## src/rtl/cpu_pkg.sv

```systemverilog
// Shared definitions for the pipelined MIPS CPU front end.
package cpu_pkg;

  localparam int unsigned INST_W = 32;
  localparam int unsigned PC_W   = 32;

  localparam logic [PC_W-1:0]   RESET_PC_DEFAULT = 32'hBFC0_0000;
  localparam logic [INST_W-1:0] NOP_INST         = 32'h0000_0000;
  localparam logic [PC_W-1:0]   PC_STEP          = 32'd4;

  // One fetched instruction together with the address it came from.
  typedef struct packed {
    logic [PC_W-1:0]   pc;
    logic [INST_W-1:0] inst;
  } fetch_entry_t;

endpackage

```

## src/rtl/fetch_fifo.sv

```systemverilog
// Small synchronous FIFO of fetch entries; flush empties it and wins over push.
module fetch_fifo
  import cpu_pkg::*;
#(
  parameter int unsigned DEPTH = 2,
  localparam int unsigned PTR_W = (DEPTH > 1) ? $clog2(DEPTH) : 1,
  localparam int unsigned CNT_W = $clog2(DEPTH + 1)
) (
  input  logic             clk,
  input  logic             rst,
  input  logic             push,
  input  fetch_entry_t     push_data,
  input  logic             pop,
  input  logic             flush,
  output fetch_entry_t     head,
  output logic [CNT_W-1:0] count,
  output logic             empty
);

  fetch_entry_t     mem [DEPTH];
  logic [PTR_W-1:0] rd_ptr;
  logic [PTR_W-1:0] wr_ptr;
  logic             full;
  logic             do_push;
  logic             do_pop;

  assign empty   = (count == '0);
  assign full    = (count == CNT_W'(DEPTH));
  assign do_pop  = pop && !empty;
  // A pop in the same cycle frees the slot, so a full FIFO may still accept.
  assign do_push = push && (!full || do_pop);
  assign head    = mem[rd_ptr];

  function automatic logic [PTR_W-1:0] ptr_inc(input logic [PTR_W-1:0] p);
    return (p == PTR_W'(DEPTH - 1)) ? '0 : p + PTR_W'(1);
  endfunction

  always_ff @(posedge clk) begin
    if (rst || flush) begin
      rd_ptr <= '0;
      wr_ptr <= '0;
      count  <= '0;
    end else begin
      if (do_push) begin
        mem[wr_ptr] <= push_data;
        wr_ptr      <= ptr_inc(wr_ptr);
      end
      if (do_pop) begin
        rd_ptr <= ptr_inc(rd_ptr);
      end
      if (do_push && !do_pop) begin
        count <= count + CNT_W'(1);
      end else if (do_pop && !do_push) begin
        count <= count - CNT_W'(1);
      end
    end
  end

endmodule

```

## src/rtl/inst_fetch.sv

```systemverilog
// Instruction fetch stage: owns the PC, requests words from instruction memory
// and hands buffered {pc, inst} pairs to decode under a valid/stall handshake.
module inst_fetch
  import cpu_pkg::*;
#(
  parameter logic [31:0] RESET_PC = RESET_PC_DEFAULT,
  parameter int unsigned DEPTH    = 2
) (
  input  logic        clk,
  input  logic        rst,
  output logic        imem_req,
  output logic [31:0] imem_addr,
  input  logic        imem_gnt,
  input  logic [31:0] imem_rdata,
  input  logic        redirect_i,
  input  logic [31:0] redirect_pc,
  input  logic        stall_i,
  output logic [31:0] inst_o,
  output logic [31:0] pc_o,
  output logic        inst_valid_o
);

  localparam int unsigned CNT_W = $clog2(DEPTH + 1);
  localparam int unsigned CRD_W = CNT_W + 1;

  logic [31:0]      pc;
  logic [31:0]      inflight_pc;
  logic             inflight;
  logic             grant;
  logic             pop;
  logic             push;
  logic [CNT_W-1:0] count;
  logic             empty;
  logic [CRD_W-1:0] credit;
  fetch_entry_t     head;
  fetch_entry_t     push_data;
  logic             unused_redirect_lsbs;

  // Redirect targets are forced word-aligned; the low bits carry no meaning.
  assign unused_redirect_lsbs = ^redirect_pc[1:0];

  assign inst_valid_o = !rst && !empty;
  assign pop          = inst_valid_o && !stall_i;

  // Buffered plus in-flight words may never exceed the FIFO, so every
  // response that comes back always has a slot waiting for it.
  assign credit    = CRD_W'(count) + CRD_W'(inflight) - CRD_W'(pop);
  assign imem_req  = !rst && (credit < CRD_W'(DEPTH));
  assign imem_addr = pc;

  // A redirect kills a same-cycle grant and the response arriving now.
  assign grant     = imem_req && imem_gnt && !redirect_i;
  assign push      = inflight && !redirect_i;
  assign push_data = '{pc: inflight_pc, inst: imem_rdata};

  assign inst_o = inst_valid_o ? head.inst : NOP_INST;
  assign pc_o   = inst_valid_o ? head.pc   : '0;

  always_ff @(posedge clk) begin
    if (rst) begin
      pc          <= RESET_PC;
      inflight    <= 1'b0;
      inflight_pc <= '0;
    end else begin
      inflight <= grant;
      if (grant) begin
        inflight_pc <= pc;
      end
      if (redirect_i) begin
        pc <= {redirect_pc[31:2], 2'b00};
      end else if (grant) begin
        pc <= pc + PC_STEP;
      end
    end
  end

  fetch_fifo #(
    .DEPTH(DEPTH)
  ) u_fifo (
    .clk      (clk),
    .rst      (rst),
    .push     (push),
    .push_data(push_data),
    .pop      (pop),
    .flush    (redirect_i),
    .head     (head),
    .count    (count),
    .empty    (empty)
  );

endmodule

```

## config.mk

```make
export PLATFORM = sky130hd
export DESIGN_NAME = inst_fetch
export DESIGN_NICKNAME = d
export VERILOG_FILES = /design/src/rtl/cpu_pkg.sv /design/src/rtl/fetch_fifo.sv /design/src/rtl/inst_fetch.sv
export SDC_FILE = /design/constraint.sdc
export NUM_CORES = 1
export LEC_CHECK = 0
export ABC_AREA = 1
export BUFFER_PORTS_ARGS = -buffer_cell sky130_fd_sc_hd__buf_2
export CAP_MARGIN = 20
export CORE_ASPECT_RATIO = 1.1
export CORE_MARGIN = 2
export CORE_UTILIZATION = 35
export DETAILED_ROUTE_END_ITERATION = 7
export GPL_TIMING_DRIVEN = 0
export SYNTH_ARGS = -nofsm -noshare
export SYNTH_HDL_FRONTEND = slang
export SYNTH_HIERARCHICAL = 1
export SYNTH_SLANG_ARGS = --single-unit
```

## constraint.sdc

```tcl
create_clock -name clk -period 14.28 [get_ports clk]
set_clock_uncertainty 0.2 [all_clocks]
set_input_delay 0.714 -clock clk [delete_from_list [all_inputs] [get_ports clk]]
set_output_delay 0.714 -clock clk [all_outputs]
set_load 0.1 [all_outputs]
```

==> summary.md <==
The run finished with clean final reports. For the worst setup path, the data required time is 13,370 ps. The logs give 0.4184 for the relative max-transition margin and 0 for the number of hold-repair buffers added at the cts stage.

The logs give 0 for the initial antenna violation count and 0 for the max-cap violation count. Gates resized during post-CTS repair numbered 0. The average instance in the mapped netlist occupies 10.29 sq um.

Counting stages on the worst path, the most repeated cell is nor2_1. The run gives 0.5805 as the sequential fraction of the synthesis area. The min-delay analysis places its worst path in the category register to register.

The mean routed wirelength per cell is 15.49 um. In this run the worst path has a maximum fanout of 10. The width of the die is 156.0 um. The clock root buffer was clkbuf_16. Setup repair after global routing left no endpoint under its margin.

After clock tree synthesis, the clock-pin slew on the worst setup and hold paths is 70 ps. In this run the remaining antenna-violating nets after routing total 0. Detailed routing placed a total of 1137 um of wire on met3. The signal arrival time at the worst endpoint is 3770 ps, and the max-slew violation count is 0. In the post-synthesis netlist, the biggest area contributors are edfxtp_1 43%, dfxtp_1 15%, mux2_4 10%.

The most used standard cell by instance count after synthesis is nand2_1. Yosys mapped the design onto 37 distinct sky130hd cell types. The number of inserted filler cells in the final layout was 2,464.

For hold timing, the worst endpoint is u_fifo/mem[1][54]. The master of the slowest instance on the critical path was clkbuf_1. Summed over all nets, wire length on met2 after detailed routing comes to 10,330 um.

The number of instances in the synthesized netlist was 865. The critical path is of the register to output pin type. Relative area change from synthesis to final layout: 20.46%.

In the routed layout, each cell is associated on average with a via count of 4.605. The placer's final routability congestion estimate was 0.9008. Traced cell by cell, the critical path runs through nor2_1 -> nor2_1 -> inv_1 -> clkbuf_1 -> nor2_1 -> ha_1 -> or2_2 -> fa_1 -> nand2_1 -> nor2_1 -> nand2_1 -> inv_1 -> buf_2. For this block, wires on met1 add up to 9393 um. After the first detailed-routing iteration, the DRC count stood at 347. The global router's overall resource usage was 0.1604; the footprint of the flip-flops and latches was 5165 sq um.

After routing, the total negative slack on setup checks comes to 0 ps. The worst setup path is captured at an output pin. Share of synthesized flip-flops with an asynchronous set or reset: 0.

The total inserted antenna cells is 0, and the time the final worst path needs with I/O delays and setup is 4688 ps. TritonCTS built the clock tree. The proportion of layout cells with a drive suffix above 1 came out at 0.2711.

Global routing finished with a remaining overflow of 0. Sorting the synthesized cells by how often they occur yields 147 x nand2_1, 129 x nor2_1, 128 x edfxtp_1. The die covers 26,710 sq um. The routed layout has 6,360 vias. The area fraction of the dominant cell type after synthesis came out at 0.4320.

The number of register bits inferred by synthesis is 194. The cell depth of the worst flop-to-flop path was 16; the number of nets in the final layout was 1,126. The worst-case IR drop observed on VDD is 65.41 uV.

The run gives 32,420 um as the wire length of the first global-routing pass. After clock tree synthesis, the setup repair step added 0 buffers. The first detailed-routing pass ran for 5 iterations. The clock net in this run drives a total of 194 sinks. The count of cells along the worst hold path works out to 0. The worst register-to-register path has a setup slack of 10,100 ps. Static timing analysis puts the maximum clock frequency at 213.3 MHz. In the final layout, the multi-input gates occupy 3014 sq um.

The final number of hold-violating endpoints is 0. The detailed-placement wirelength estimate was 15,950 um; the largest net degree at the start of global routing was 65. The final instance area is 10,720 sq um, and the standard-cell row count is 61. Yosys mapped a number of flops with a built-in enable equal to 128. The vertical extent of the die is 171.2 um.

Post-route fraction of the period consumed by the critical path: 0.3283. In this run the critical register-to-register path is launched from u_fifo/count[1]. The run gives 167 as the I/O pin count.

Largest stage delay on the critical path: 530 ps. The highest metal layer with signal wires is met4. For the worst-skew pair, the clock arrives at the later sink with an insertion delay of 430 ps. The power density of the placed cells came out at 111.2 nW/um^2. Maximum clock path buffer count: 2.

The synthesized design spends more area on one cell type than any other, namely edfxtp_1. STA classifies the critical path startpoint as a register. The tools report the start point of the worst min-delay path as inflight_pc[22].

The initial cell density of the core came out at 0.3543. TritonCTS created 17 clock buffers. During placement, the flow inserted port buffers numbering 162.

The standard cell core area is 25,110 sq um, and the number of H-tree branching levels is 4. The leakage power figure came out at 0.004684 uW. The end of the worst register-to-register path is imem_addr[13]. DRC violation count after routing: 0. The number of global-route vias before repair came out at 6,004. The netlist area before placement came out at 8897 sq um.

The placed instance area is 10,170 sq um. The run gives 21,390 um as the total routed wirelength. At the pin with the least slew margin, the transition time is 872.3 ps.

The total of warnings raised by yosys is 6. The flip-flop cell with the highest count after synthesis is edfxtp_1. Setup violations remaining at the end of the flow were counted as 0.
## layout make-up
cell class / count / area share
Buffer: 36 / 0.02428
Clock buffer: 17 / 0.03969
Timing Repair Buffer: 164 / 0.07938
Inverter: 129 / 0.04541
Multi-Input combinational cell: 511 / 0.2812
Tap cell: 315 / 0.03677
Clock inverter: 15 / 0.01132
Sequential cell: 194 / 0.4819
## layout by cell type, fill, tap and decap left out, types with 3 or more instances in the layout
cell type and count:
buf_4 3, conb_1 6, ha_1 3, buf_12 8, buf_2 169, a22oi_1 3
inv_1 126, nand3b_1 4, dfxtp_1 66, mux2_4 60, nor3_1 6, clkbuf_1 19
inv_6 5, clkinv_4 3, clkbuf_16 17, nand3_1 33, nor2_4 3, a31oi_1 3
nor2_1 128, inv_8 3, xor2_1 9, a21oi_1 44, nand2_1 147, nand4_1 11
a211oi_1 4, mux2_2 4, edfxtp_1 128, nor2_2 4, o21ai_0 28
## critical path, delay by kind of cell, from the launching register on
kind | cells | cell delay (ps)
buf+inv | 4 | 1070
flops | 1 | 390
simple gates | 7 | 1040
fa+ha+maj | 2 | 820
## stage by stage
| step | hold slack [ps] | instances | util | total power (uW) | setup slack, ps |
|---|---|---|---|---|---|
| final | 253.2 | 1381 | 0.4268 | 1191 | 9592 |
| after detailed placement | 238.3 | 1349 | 0.4051 | 757.6 | 9578 |
| after CTS | 251.1 | 1381 | 0.4268 | 1207 | 9463 |
| after global placement | 232.1 | 1347 | 0.4031 | 756.5 | 7055 |
| after global routing | 245.6 | 1381 | 0.4268 | 1239 | 9236 |
| after floorplan | 220.3 | 870 | - | 721.3 | 8187 |
## worst max-delay path by stage
stage	depth (start not counted)	startpoint	slack [ps]	end
final	13	u_fifo/count[1]	9590	imem_req
after floorplan	8	rst	8190	u_fifo/mem[1][0]
after global routing	13	u_fifo/count[1]	9240	imem_req
after CTS	13	u_fifo/count[1]	9460	imem_req
after global placement	9	rst	7050	u_fifo/mem[1][23]
after detailed placement	13	rst	9580	imem_req
## power by group
| part | internal [uW] | switching (uW) | total [uW] |
|---|---|---|---|
| combinational | 27.2 | 97.0 | 124 |
| clock | 228 | 218 | 446 |
| sequential | 607 | 13.6 | 621 |
| total | 863 | 329 | 1190 |
## routing by layer
layer | up-vias | track usage
met2 | 199 | 0.2759
met1 | 2923 | 0.1995
met4 | 0 | 0.05903
li1 | 3209 | -
met3 | 29 | 0.03351
met5 | - | 0
## state kept, by name (all words and copies together), names as in the netlist, named ones only
register       flops
imem_addr         30
inflight           1
u_fifo/count       2
u_fifo/wr_ptr      1
u_fifo/rd_ptr      1
u_fifo/mem       128
inflight_pc       30
## cell families (layout without fill, tap and decap cells)
logic type      after synthesis  count (layout)  share of synthesized area
flops                       194             194                     0.5805
simple gates                340             340                     0.1598
compound gates               86              86                    0.05203
buf+inv                     165             361                    0.08367
other cells                   1               6                  0.0004215
fa+ha+maj                     4               4                   0.006469
xor+xnor                     11              11                    0.01083
mux                          64              64                     0.1063
Note: power is estimated with default switching activity, not from simulation.
